--- config.mk ---
export PLATFORM = sky130hd
export DESIGN_NAME = bmu_wb_queue
export DESIGN_NICKNAME = d
export VERILOG_FILES = /design/src/rtl/bmu_wb_queue.sv
export SDC_FILE = /design/constraint.sdc
export NUM_CORES = 1
export LEC_CHECK = 0
export CAP_MARGIN = 0
export CORE_AREA = 10 10 124 149
export CTS_CLUSTER_SIZE = 12
export DETAILED_ROUTE_END_ITERATION = 12
export DIE_AREA = 0 0 134 159
export PLACE_DENSITY = 0.72
export SYNTH_ARGS = -nofsm -noshare
export SYNTH_HDL_FRONTEND = slang
export SYNTH_SLANG_ARGS = --single-unit
--- constraint.sdc ---
create_clock -name clk -period 4.1 [get_ports clk]
set_clock_uncertainty 0.05 [all_clocks]
set_input_delay 0.82 -clock clk [delete_from_list [all_inputs] [get_ports clk]]
set_output_delay 0.82 -clock clk [all_outputs]
set_load 0.01 [all_outputs]
--- src/rtl/bmu_wb_queue.sv ---
// BMU writeback queue: pairs issue tags with delayed BMU results,
// buffers them in a small FIFO and hands them to the regfile arbiter.
module bmu_wb_queue #(
  parameter int WIDTH = 32,
  parameter int TAGW  = 5,
  parameter int LAT   = 1,
  parameter int DEPTH = 4
) (
  input  logic             clk,
  input  logic             rst,
  input  logic             valid_in,
  input  logic [TAGW-1:0]  rd_in,
  input  logic [WIDTH-1:0] result_ff,
  input  logic             error,
  output logic             issue_ready,
  output logic             wb_valid,
  input  logic             wb_ready,
  output logic [WIDTH-1:0] wb_data,
  output logic [TAGW-1:0]  wb_rd,
  output logic             wb_error,
  output logic [7:0]       err_cnt,
  output logic             ovf
);

  localparam int AW = $clog2(DEPTH);
  localparam logic [AW-1:0] PTR_ONE = 1;
  localparam logic [AW:0]   CNT_ONE = 1;

  typedef struct packed {
    logic [WIDTH-1:0] data;
    logic [TAGW-1:0]  rd;
    logic             err;
  } wb_ent_t;

  logic [LAT-1:0]  pv;
  logic [TAGW-1:0] prd [LAT];
  wb_ent_t         mem [DEPTH];
  wb_ent_t         head;
  logic [AW-1:0]   wr_ptr;
  logic [AW-1:0]   rd_ptr;
  logic [AW:0]     count;
  logic            accept;
  logic            last_v;
  logic            push;
  logic            pop;

  // Credits count queued plus in-flight ops, so a push never finds the FIFO full.
  assign issue_ready = (int'(count) + $countones(pv)) < DEPTH;
  assign accept      = valid_in & issue_ready;
  assign last_v      = pv[LAT-1];
  assign push        = last_v && (prd[LAT-1] != '0);
  assign wb_valid    = (count != '0);
  assign pop         = wb_valid & wb_ready;

  assign head     = mem[rd_ptr];
  assign wb_data  = wb_valid ? head.data : '0;
  assign wb_rd    = wb_valid ? head.rd : '0;
  assign wb_error = wb_valid ? head.err : 1'b0;

  always_ff @(posedge clk) begin
    if (rst) begin
      pv <= '0;
      for (int i = 0; i < LAT; i++) begin
        prd[i] <= '0;
      end
    end else begin
      pv[0]  <= accept;
      prd[0] <= rd_in;
      for (int i = 1; i < LAT; i++) begin
        pv[i]  <= pv[i-1];
        prd[i] <= prd[i-1];
      end
    end
  end

  always_ff @(posedge clk) begin
    if (push) begin
      mem[wr_ptr] <= '{data: result_ff, rd: prd[LAT-1], err: error};
    end
  end

  always_ff @(posedge clk) begin
    if (rst) begin
      wr_ptr <= '0;
      rd_ptr <= '0;
      count  <= '0;
    end else begin
      if (push) wr_ptr <= wr_ptr + PTR_ONE;
      if (pop)  rd_ptr <= rd_ptr + PTR_ONE;
      case ({push, pop})
        2'b10:   count <= count + CNT_ONE;
        2'b01:   count <= count - CNT_ONE;
        default: count <= count;
      endcase
    end
  end

  // Errors are counted even when the op's result is discarded (rd==0).
  always_ff @(posedge clk) begin
    if (rst) begin
      err_cnt <= '0;
      ovf     <= 1'b0;
    end else begin
      if (last_v && error && (err_cnt != 8'hFF)) begin
        err_cnt <= err_cnt + 8'd1;
      end
      if (valid_in && !issue_ready) begin
        ovf <= 1'b1;
      end
    end
  end

endmodule

; ---- Word level (Yosys, flattened, before mapping)
; Memory sizes are Yosys's and may differ from the RTL's. A register that Yosys moved wholly into a read port is not among the register bits.
; Cells that the tools add are included.
[word_totals]
ram_bits = 157
output_inout_bits = 49
memories = 2
romBits = 0
reg_bits = 17
elab_cells = 42
latch_bits = 0
inputBits = 42
[mem_list]
columns = memory, words, width, read_ports, rd_ports_with_merged_regs, wr, line
row1 = mem, 4, 38, 1, 1, 1, 37  ; wb_ent_t mem [DEPTH];
row2 = prd, 1, 5, 1, 0, 1, 36  ; logic [TAGW-1:0] prd [LAT];
[op_classes]
eq_ne = 3
muxes = 13
add_sub_neg = 6
mul = 0
n_shift = 0
bitwise = 2
n_reduce_logical = 9
div = 0
magnitude_cmp = 1
[op_table]
columns = op, n
row1 = $mux 32, 1
row2 = $mux 5, 2
row3 = $add 8x1->8 const B, 1
row4 = $ne 8x8->1 const B, 1
row5 = $mux 1, 7
row6 = $pmux 3 s2, 1
row7 = $reduce_bool 5->1, 1
row8 = $reduce_or 5->1, 1
row9 = $add 2x1->2 const B, 2
row10 = $add 3x1->4, 1
row11 = $logic_and 1x1->1, 4
row12 = $lt 4x3->1 const B, 1
row13 = $mux 2, 2
row14 = $add 3x1->3 const B, 1
row15 = $reduce_bool 3->1, 1
row16 = $sub 3x1->3 const B, 1
row17 = $and 1x1->1, 2
row18 = $eq 2x1->1 const B, 1
row19 = $eq 2x2->1 const B, 1
row20 = $reduce_bool 2->1, 1
row21 = $logic_not 1->1, 1

; ---- Logic depth before layout (Yosys ltp)
; Gate-level depths: netlist of run 1.
[logic_depth]
ltp_word = 4
depth_mapped = 9
mapped_depth_nobuf = 9

; ---- Least setup slack after synthesis of run 1
; OpenSTA, ideal clock, no wires.
[synth_path]
kind = register to register
start = memory prd[0][0]
end = register count[2]
t_arrival_ns = 2.261
period_less_slack_ns = 2.382
setup_slack_ns = 1.718
path_stages_with_launch = 10
required_ns = 3.979
setup_time_ns = 0.071
n_path_buf = 0
cell_sequence = dfxtp_1 > or4_4 > o21a_4 > inv_1 > ha_1 > inv_1 > fa_1 > xor2_1 > or3_1 > a21oi_1
[synth_rtl]
columns = item, line
row1 = "start, declared", 36
row2 = "end signal, assigned", 91  ; 2'b10: count <= count + CNT_ONE;
row3 = "end signal, assigned", 92  ; 2'b01: count <= count - CNT_ONE;
row4 = "end signal, assigned", 93  ; default: count <= count;
row5 = "end, declared", 41  ; logic [AW:0] count;

==> metrics.md, run 1 <==
| Metric | Value |
|---|---|
| Status | finished clean |
| Setup TNS | 0 ns |
| Post-synth top flop | edfxtp_1 |
| Finished Core Util | 55.6% |
| Hold/Removal Path Class | reg2reg |
| Power Dens Cells | 584 nW/µm² |
| GRT Residual Overflow | 0 |
| Post-Syn Instances | 361 |
| Core area | 15500 µm² |
| Ys async rst share | 0% |
| Post_cts resized | 0 |
| VDD IR max | 0.273 mV |
| CP required | 3.23 ns |
| Lkg Pwr | 2.77 nW |
| Final WL | 12900 µm |
| Fin. Hold Viols | 0 |
| Crit start category | register |
| Sink Count | 176 |
| Crit Path Class | reg2out |
| Clk root buf | clkbuf_16 |
| CP max stage delay | ~0.83 ns |
| Post-Syn Area per Cell | 19.0 µm² |
| Vias per cell | 5.06 |
| Gp weighted congestion | 0.714 |
| Die area | about 21000 µm² |
| Non-filler instance count after layout | 677 |
| Fin nets | around 510 |
| RSZ-0062 raised after global routing | no |
| Worst path bufs/invs | 1 |
| Post-CTS Setup Bufs | 0 |
| Cts hold-fix bufs | 0 |
| Peak Freq | just under 0.3 GHz |
| Tmin final | 3.41 ns |
| Arrival time worst endpoint | 2.54 ns |
| Top-level I/O count | 91 |
| Detailed Route Iter0 Violations | 247 |
| 1st-pass router iterations | 4 |
| DP HPWL | 8190 µm |
| TritonCTS Buffers | 17 |
| Total of max-cap violations | 0 |
| Total track usage | 12.8% |
| Mapped Nets | 410 |
| Slew headroom | 29.3% |
| Multi-input logic area | 1700 µm² |
| Setup violations, final | 0 |
| Worst skew pair latency | 0.42 ns |
| Vias post-DR | around 3.4k |
| Area Overhead vs Synth | 25.1% |
| Reg area | around 5000 µm² |
| Layout cells sized above 1 | a little under a fifth |
| Clk slew on worst S/H paths | roughly 0.060 ns |
| #FFs+latches synth | 176 |
| Maximum net fanout on the critical path | 38 |
| Critical path's top delay family | flip-flops |
| Slew Limit Fails | 0 |
| Slowest CP cell | dfxtp_4 |
| Crit path capture type | primary output |
| Rows | 50 |
| EDFF count, synth | 152 |
| Die width | 134 µm |
| Vias in the first global route | ~3.8k |
| Worst-Margin Slew | 1.06 ns |
| Period utilization | a little over four fifths |
| Largest net degree at the start of global routing | 40 |
| H-tree Lvls | 4 |
| Die height | 159 µm |
| Placed cell count | 645 |
| First-pass GRT wire length | ~21000 µm |
| Cells along the critical path | mux4_2, and2b_1, clkdlybuf4s50_1 |
| Initial antenna violation count | 1 |
| Register area share after synthesis | around 73% |
| Distinct cells, synth | 40 |
| # diodes | 0 |
| Fillers | 1214 |
| Buffers on Ports | 90 |
| Clock Tree Buf Depth | 2 |
| Starting Density | 44.4% |
| Drt wl/cell | 19.1 µm |
| CTS tree | built |
| Antenna Nets Post-Route | 0 |
| Number of remaining DRC errors | 0 |
| Mapped Area | around 6900 µm² |
| Yosys warns | 0 |
cell type report:
class	count	share of cell area [%]
clock buffer	17	4.95
clock inverter	15	2.24
inverter	11	0.481
multi-input combinational	157	19.8
sequential	176	58.8
tap	208	3.03
timing repair buffer	93	10.7
Yosys cell counts (2+ instances only):
cell,instances,area share [%]
and4_1,2,0.26
and2b_1,10,1.1
and3_1,2,0.18
dfxtp_1,24,7.0
a21oi_1,7,0.51
mux4_2,38,12
nand4_1,2,0.18
mux2_2,3,0.49
and2_2,4,0.44
a211oi_1,3,0.33
xor2_1,4,0.51
edfxtp_1,152,66
buf_6,2,0.33
nor4_1,2,0.18
buf_2,4,0.29
nor2_1,12,0.66
nand2_1,3,0.16
ha_1,6,1.1
clkbuf_1,9,0.49
nand3_1,4,0.29
o31ai_1,3,0.33
nor3_1,2,0.15
inv_1,11,0.60
nor2b_1,36,3.3
placed cells by master, fill, tap and decap left out, types with 2 or more instances in the layout:
cell type	count
edfxtp_1	152
nand2_1	3
clkdlybuf4s50_1	90
clkinv_1	2
and4_1	2
mux4_2	38
a21oi_1	7
inv_1	11
nor2b_1	36
dfxtp_1	22
ha_1	6
nor3_1	2
nor4_1	2
and2b_1	10
mux2_2	3
clkinvlp_4	2
bufinv_16	4
and3_1	2
and2_2	4
o31ai_1	3
clkinv_4	3
xor2_1	4
nand4_1	2
nand3_1	4
a211oi_1	3
buf_4	3
clkinv_2	3
nor2_1	12
clkbuf_16	17
worst paths after layout:
kind	from	endpoint	slack, ns	cells past startpoint
hold reg to reg	ovf	ovf	0.44	2
setup reg to reg	prd[0][0]	count[2]	1.53	9
setup / recovery	register	wb_rd[4]	0.69	3
hold / removal	ovf	ovf	0.44	2
report_power, final:
group / internal [W] / switching (W) / total (W)
Combinational: 0.000708 / 0.000482 / 0.00119
Sequential: 0.00202 / 0.000134 / 0.00216
Clock: 0.00102 / 0.000652 / 0.00167
Total: 0.00375 / 0.00127 / 0.00501
sequential cells by signal, indices dropped and copies added, names as in the netlist, named ones only:
register and count:
rd_ptr 2, last_v 1, prd 5, count 3
mem 152, err_cnt 8, wr_ptr 2, ovf 1
worst reg2reg max path, cell delays in order, from the launching register on:
cell	delay, ns
dfxtp_1	0.35
or4_4	0.57
o21a_4	0.24
inv_1	0.06
ha_1	0.17
inv_1	0.06
fa_1	0.37
xor2_1	0.16
or3_1	0.30
a21oi_1	0.14
per-stage QoR:
| stage | worst slack, ns | hold slack, ns | power (W) | cell area [µm²] |
|---|---|---|---|---|
| floorplan | 1.72 | 0.411 | 0.00283 | 6870 |
| global route | 0.478 | 0.482 | 0.00525 | 8590 |
| finish | 0.685 | 0.436 | 0.00501 | 8590 |
| CTS | 0.593 | 0.438 | 0.00509 | 8590 |
| global placement | 1.04 | 0.401 | 0.00341 | 7970 |
| detailed placement | 1.05 | 0.419 | 0.00343 | 7970 |
layer usage:
metal  up-vias  track usage, %  routed length [µm]
li1       1606               -                   -
met1      1731            15.1                5550
met2        75            21.1                6520
met3        14            4.41                 685
met4         2            4.61                 155
met5         -               0                  12
cell families (layout without fill, tap and decap cells):
logic type | Yosys count | count (layout) | share of synthesized area (%)
flip-flops | 176 | 176 | 73.5
adder cells (fa/ha/maj) | 7 | 7 | 1.38
AO/OA/AOI/OAI | 20 | 20 | 2.06
multiplexers | 43 | 43 | 13.3
XOR/XNOR | 4 | 4 | 0.510
AND/OR/NAND/NOR | 83 | 83 | 7.38
buffers and inverters | 28 | 136 | 1.89
Note: power is estimated with default switching activity, not from simulation.
==> inputs of run 2 (changes only) <==
--- a/config.mk
+++ b/config.mk
@@ -10,7 +10,7 @@
 export CTS_CLUSTER_SIZE = 12
 export DETAILED_ROUTE_END_ITERATION = 12
 export DIE_AREA = 0 0 134 159
-export PLACE_DENSITY = 0.72
+export PLACE_DENSITY = 0.75
 export SYNTH_ARGS = -nofsm -noshare
 export SYNTH_HDL_FRONTEND = slang
 export SYNTH_SLANG_ARGS = --single-unit
==> constraint.sdc (replaced) <==
create_clock -name clk -period 2.9 [get_ports clk]
set_clock_uncertainty 0.05 [all_clocks]
set_input_delay 0.58 -clock clk [delete_from_list [all_inputs] [get_ports clk]]
set_output_delay 0.58 -clock clk [all_outputs]
set_load 0.01 [all_outputs]
==> metrics.md, run 2 (synthesis results as in run 1) <==
| Metric | Value |
|---|---|
| RSZ-0062 raised after global routing | no |
| CP required | 2.27 ns (-0.96 ns) |
| TritonCTS Buffers | 17 (unchanged) |
| Worst setup margin | 0.0796 ns (-0.606 ns) |
| Number of remaining DRC errors | 0 (unchanged) |
| Largest net degree at the start of global routing | 39 (-2.5%) |
| Layout cells sized above 1 | 18.7% (+0.57 points) |
| Wl on met1 | 5150 µm (-7.3%) |
| Crit Path Class | reg2out |
| Slew Limit Fails | 0 (unchanged) |
| Period utilization | 97.3% |
| Vias in the first global route | 3943 (+3.2%) |
| Die area | 21300 µm² (unchanged) |
| Fillers | 1179 (-2.9%) |
| H-tree Lvls | 4 (unchanged) |
| Worst skew pair latency | 0.42 ns (about the same) |
| Clock Tree Buf Depth | 2 (unchanged) |
| Placed Instance Area | 8020 µm² (+0.60%) |
| Critical path endpoint | wb_data[31] |
| Antenna Nets Post-Route | 0 (unchanged) |
| Buffers on Ports | 90 (unchanged) |
| First-pass GRT wire length | 21400 µm (+1.6%) |
| Max FFs per register | 152 (unchanged) |
| Most flop-heavy register | mem |
| Top flop regs | mem x152, err_cnt x8, prd x5 |
| Fin. Hold Viols | 0 (unchanged) |
| Rows | 50 (unchanged) |
| DP HPWL | 8350 µm (+1.9%) |
| Worst-Margin Slew | 1.12 ns (+0.0589 ns) |
| Starting Density | 44.4% (unchanged) |
| Vias post-DR | 3567 (+4.1%) |
| Area Overhead vs Synth | 26.4% |
| Hold/Removal Path Class | reg2reg |
| Initial antenna violation count | 1 (unchanged) |
| Worst r2r src | prd[0][0] |
| Setup TNS | 0 ns (unchanged) |
| Crit path capture type | primary output |
| Vias per cell | 5.21 (+2.8%) |
| Lkg Pwr | 2.91 nW (+4.8%) |
| Post-CTS Setup Bufs | 0 (unchanged) |
| Die width | 134 µm (unchanged) |
| Gp weighted congestion | 0.789 (+10%) |
| Status | finished clean |
| Power Dens Cells | 818 nW/µm² (+40%) |
| Clk slew on worst S/H paths | 0.06 ns (about the same) |
| Total of max-cap violations | 0 (unchanged) |
| Top-level I/O count | 91 (unchanged) |
| VDD IR max | 0.436 mV (+60%) |
| Core area | 15500 µm² (unchanged) |
| Routed met2 length | 7320 µm (+12%) |
| Detailed Route Iter0 Violations | 252 (+2.0%) |
| Sink Count | 176 (unchanged) |
| Clk root buf | clkbuf_16 |
| Most frequent cells in the layout | edfxtp_1, clkdlybuf4s50_1, mux4_2 |
| Tmin final | ~2.8 ns |
| Maximum net fanout on the critical path | 13 (-66%) |
| Arrival time worst endpoint | 2.19 ns (-0.35 ns) |
| Setup violations, final | 0 (unchanged) |
| Crit start category | register |
| Drt wl/cell | 19.7 µm (+3.2%) |
| Slew headroom | 25.4% (-3.9 points) |
| 1st-pass router iterations | 4 (unchanged) |
| Met3 WL | 848 µm (+24%) |
| Pre-CTS setup slack | 0.267 ns (-0.780 ns) |
| GRT Residual Overflow | 0 (unchanged) |
| FF-to-FF End | count[2] |
| Total track usage | 12.9% (+0.14 points) |
| Most common library cell in the layout ignoring fill and taps | edfxtp_1 |
| Die height | 159 µm (unchanged) |
| Top Metal Used | met4 |
| R2r setup slk | 0.36 ns (-1.17 ns) |
| Peak Freq | 0.355 GHz |
| Finished Cell Area | 8680 µm² (+1.0%) |
| Cts hold-fix bufs | 0 (unchanged) |
| Final WL | 13500 µm (+4.5%) |
| Worst r2r path cells | 9 (unchanged) |
| Fin nets | 512 (+1.4%) |
| CTS tree | built |
run 2: timing repair:
| action | CTS | global route |
|---|---|---|
| resized for setup | 1 | 9 |
| cloned | 0 | 2 |
| setup endpoints to repair | 3 | 25 |
run 2: worst min path at each step:
stage,startpoint,endpoint,slack [ns],cells past startpoint
after global placement,ovf,ovf,0.40,2
final,ovf,ovf,0.45,2
after floorplan,prd[0][0],mem[0][1],0.41,0
after CTS,ovf,ovf,0.45,2
after detailed placement,ovf,ovf,0.44,2
after global routing,prd[0][3],mem[2][4],0.47,0
run 2: routing by layer:
metal | global-route usage, % | vias to the layer above
met5 | 0 | -
met1 | 14.1 | 1824
met3 | 4.92 | 17
met4 | 4.41 | 0
met2 | 22.4 | 105
li1 | - | 1621
run 2: where the power goes:
part / total, W / internal, W / leakage, nW / switching [W]
clock: 0.00221 / 0.00134 / 0.279 / 0.000874
sequential: 0.00294 / 0.00286 / 1.58 / 0.0000775
combinational: 0.00196 / 0.00110 / 1.05 / 0.000852
total: 0.00710 / 0.00530 / 2.91 / 0.00180
run 2: cell type report:
cell class / instances / area, µm² / share of cell area, %
Antenna cell: 1 / 2.50 / 0.0288
Clock buffer: 19 / 433 / 4.99
Clock inverter: 13 / 145 / 1.67
Inverter: 11 / 41.3 / 0.476
Multi-Input combinational cell: 157 / 1700 / 19.6
Sequential cell: 176 / 5050 / 58.2
Tap cell: 208 / 260 / 3.00
Timing Repair Buffer: 100 / 1050 / 12.1
run 2: per-stage QoR:
stage / instances / utilization (%) / hold WS (ns) / total power, W
after floorplan: 361 / - / 0.411 / 0.00400
after global placement: 650 / 51.9 / 0.403 / 0.00489
after detailed placement: 650 / 51.9 / 0.440 / 0.00492
after CTS: 682 / 55.7 / 0.454 / 0.00714
after global routing: 684 / 56.2 / 0.473 / 0.00745
final: 685 / 56.2 / 0.450 / 0.00710
run 2: worst max-delay path, cell delays in order, from the launching register on:
cell and delay (ns):
dfxtp_4 0.41, clkbuf_16 0.22, mux4_2 0.50, and2b_1 0.17, clkdlybuf4s50_1 0.48
==> inputs of run 3 (changes only) <==
--- a/config.mk
+++ b/config.mk
@@ -6,10 +6,10 @@
 export NUM_CORES = 1
 export LEC_CHECK = 0
 export CAP_MARGIN = 0
-export CORE_AREA = 10 10 124 149
+export CORE_AREA = 2 2 116 141
 export CTS_CLUSTER_SIZE = 12
 export DETAILED_ROUTE_END_ITERATION = 12
-export DIE_AREA = 0 0 134 159
+export DIE_AREA = 0 0 118 143
 export PLACE_DENSITY = 0.75
 export SYNTH_ARGS = -nofsm -noshare
 export SYNTH_HDL_FRONTEND = slang
==> metrics.md, run 3 (synthesis results as in run 1) <==
| Metric | Value |
|---|---|
| Max FFs per register | 152 (unchanged) |
| Cts hold-fix bufs | 0 (unchanged) |
| Worst Hold Depth | 2 (unchanged) |
| Vias per cell | 5.15 (-1.1%) |
| Vias in the first global route | 3788 (-3.9%) |
| Rows | 50 (unchanged) |
| Area Overhead vs Synth | 26.1% |
| Layout cells sized above 1 | 19.0% (+0.33 points) |
| Reg area | 5050 µm² (unchanged) |
| RSZ-0062 raised after global routing | no |
| Sink Count | 176 (unchanged) |
| Clock Tree Buf Depth | 2 (unchanged) |
| Die width | 118 µm (-12%) |
| Final WL | 12400 µm (-7.9%) |
| Worst r2r path cells | 9 (unchanged) |
| Top flop regs | mem x152, err_cnt x8, prd x5 |
| Slew headroom | 25.4% (+0.067 points) |
| Tmin final | 2.80 ns (-0.0169 ns) |
| Vias post-DR | 3508 (-1.7%) |
| Arrival time worst endpoint | 2.17 ns (-0.02 ns) |
| CTS tree | built |
| Crit Path Class | reg2out |
| Clk root buf | clkbuf_16 |
| TritonCTS Buffers | 17 (unchanged) |
| Largest net degree at the start of global routing | 39 (unchanged) |
| Worst setup margin | 0.0965 ns (+0.0169 ns) |
| Total track usage | 15.7% (+2.8 points) |
| Number of remaining DRC errors | 0 (unchanged) |
| Worst-Margin Slew | 1.12 ns (-0.00100 ns) |
| Fin. Hold Viols | 0 (unchanged) |
| Met3 WL | 648 µm (-24%) |
| VDD IR max | 0.332 mV (-24%) |
| Setup violations, final | 0 (unchanged) |
| First-pass GRT wire length | 19700 µm (-7.9%) |
| Status | finished clean |
| Fin nets | 509 (-0.59%) |
| Die area | 16900 µm² (-21%) |
| FF-to-FF End | count[2] |
| Clk slew on worst S/H paths | 0.07 ns (about the same) |
| R2r setup slk | 0.37 ns (about the same) |
| Most common library cell in the layout ignoring fill and taps | edfxtp_1 |
| Tot Pwr | 0.00704 W (-0.94%) |
| Detailed Route Iter0 Violations | 191 (-24%) |
| Core area | 15500 µm² (unchanged) |
| Hold Path Sink | ovf |
| Top Metal Used | met5 |
| Buffers on Ports | 90 (unchanged) |
| Crit path capture type | primary output |
| Die height | 143 µm (-10%) |
| Post_cts resized | 0 (-1) |
| Lkg Pwr | 2.90 nW (about the same) |
| Worst hold start | ovf |
| 1st-pass router iterations | 4 (unchanged) |
| Multi-input logic area | 1700 µm² (unchanged) |
| Post-CTS Setup Bufs | 0 (unchanged) |
| Finished Cell Area | 8660 µm² (-0.23%) |
| Drt wl/cell | 18.3 µm (-7.3%) |
| Pre-CTS setup slack | 0.287 ns (+0.0201 ns) |
| H-tree Lvls | 4 (unchanged) |
| # diodes | 0 (-1) |
| DP HPWL | 7650 µm (-8.4%) |
| GRT Residual Overflow | 0 (unchanged) |
| Power Dens Cells | 812 nW/µm² (-0.71%) |
| Crit start category | register |
| Gp weighted congestion | 0.683 (-13%) |
| Worst skew pair latency | 0.42 ns (about the same) |
| Total of max-cap violations | 0 (unchanged) |
| Top-level I/O count | 91 (unchanged) |
| Slew Limit Fails | 0 (unchanged) |
| Most flop-heavy register | mem |
| Placed Instance Area | 8050 µm² (+0.41%) |
| WHS | 0.429 ns (-0.0201 ns) |
| Wl on met1 | 5120 µm (-0.58%) |
| CP required | 2.27 ns (about the same) |
| Routed met2 length | 6470 µm (-12%) |
| Period utilization | 96.7% (-0.58 points) |
| Peak Freq | 0.357 GHz (+0.60%) |
| Most frequent cells in the layout | edfxtp_1, clkdlybuf4s50_1, mux4_2 |
| Hold/Removal Path Class | reg2reg |
| Fillers | 1199 (+1.7%) |
| Maximum net fanout on the critical path | 23 (+10) |
| Worst r2r src | prd[0][0] |
| Setup TNS | 0 ns (unchanged) |
| Starting Density | 44.4% (unchanged) |
| Initial antenna violation count | 2 (+1) |
| Antenna Nets Post-Route | 0 (unchanged) |
==> run 3: power by group <==
group / switching (W) / internal, W
registers: 0.0000783 / 0.00286
clock network: 0.000948 / 0.00128
logic: 0.000806 / 0.00107
total: 0.00183 / 0.00521
==> run 3: through the flow <==
stage | std cells | utilization [%]
2_1_floorplan | 361 | -
3_3_place_gp | 649 | 52.1
3_5_place_dp | 649 | 52.1
4_1_cts | 681 | 55.9
5_1_grt | 681 | 56.1
6_report | 681 | 56.1
==> run 3: critical path, stage by stage (launching register included) <==
cell	delay, ns
dfxtp_4	0.38
buf_16	0.21
mux4_2	0.52
and2b_1	0.16
clkdlybuf4s50_1	0.47
==> run 3: worst max-delay path by stage <==
stage / startpoint / to / slack (ns) / cells past startpoint
global placement: wb_ready / count[2] / 0.36 / 9
detailed placement: wb_ready / count[2] / 0.29 / 9
global route: register / wb_data[0] / 0.007 / 4
finish: register / wb_data[0] / 0.1 / 4
CTS: register / wb_data[2] / 0.02 / 4
floorplan: prd[0][0] / count[2] / 0.52 / 9
==> run 3: area by class of cell <==
class,count,area share [%]
Clock inverter,14,1.78
Inverter,11,0.477
Timing Repair Buffer,97,11.9
Clock buffer,18,4.95
Multi-Input combinational cell,157,19.6
Sequential cell,176,58.3
Tap cell,208,3.00
==> run 3: per-layer routing <==
metal	vias to the layer above	track usage, %
li1	1614	-
met1	1784	18.0
met2	89	27.4
met3	17	5.11
met4	4	6.47
met5	-	0
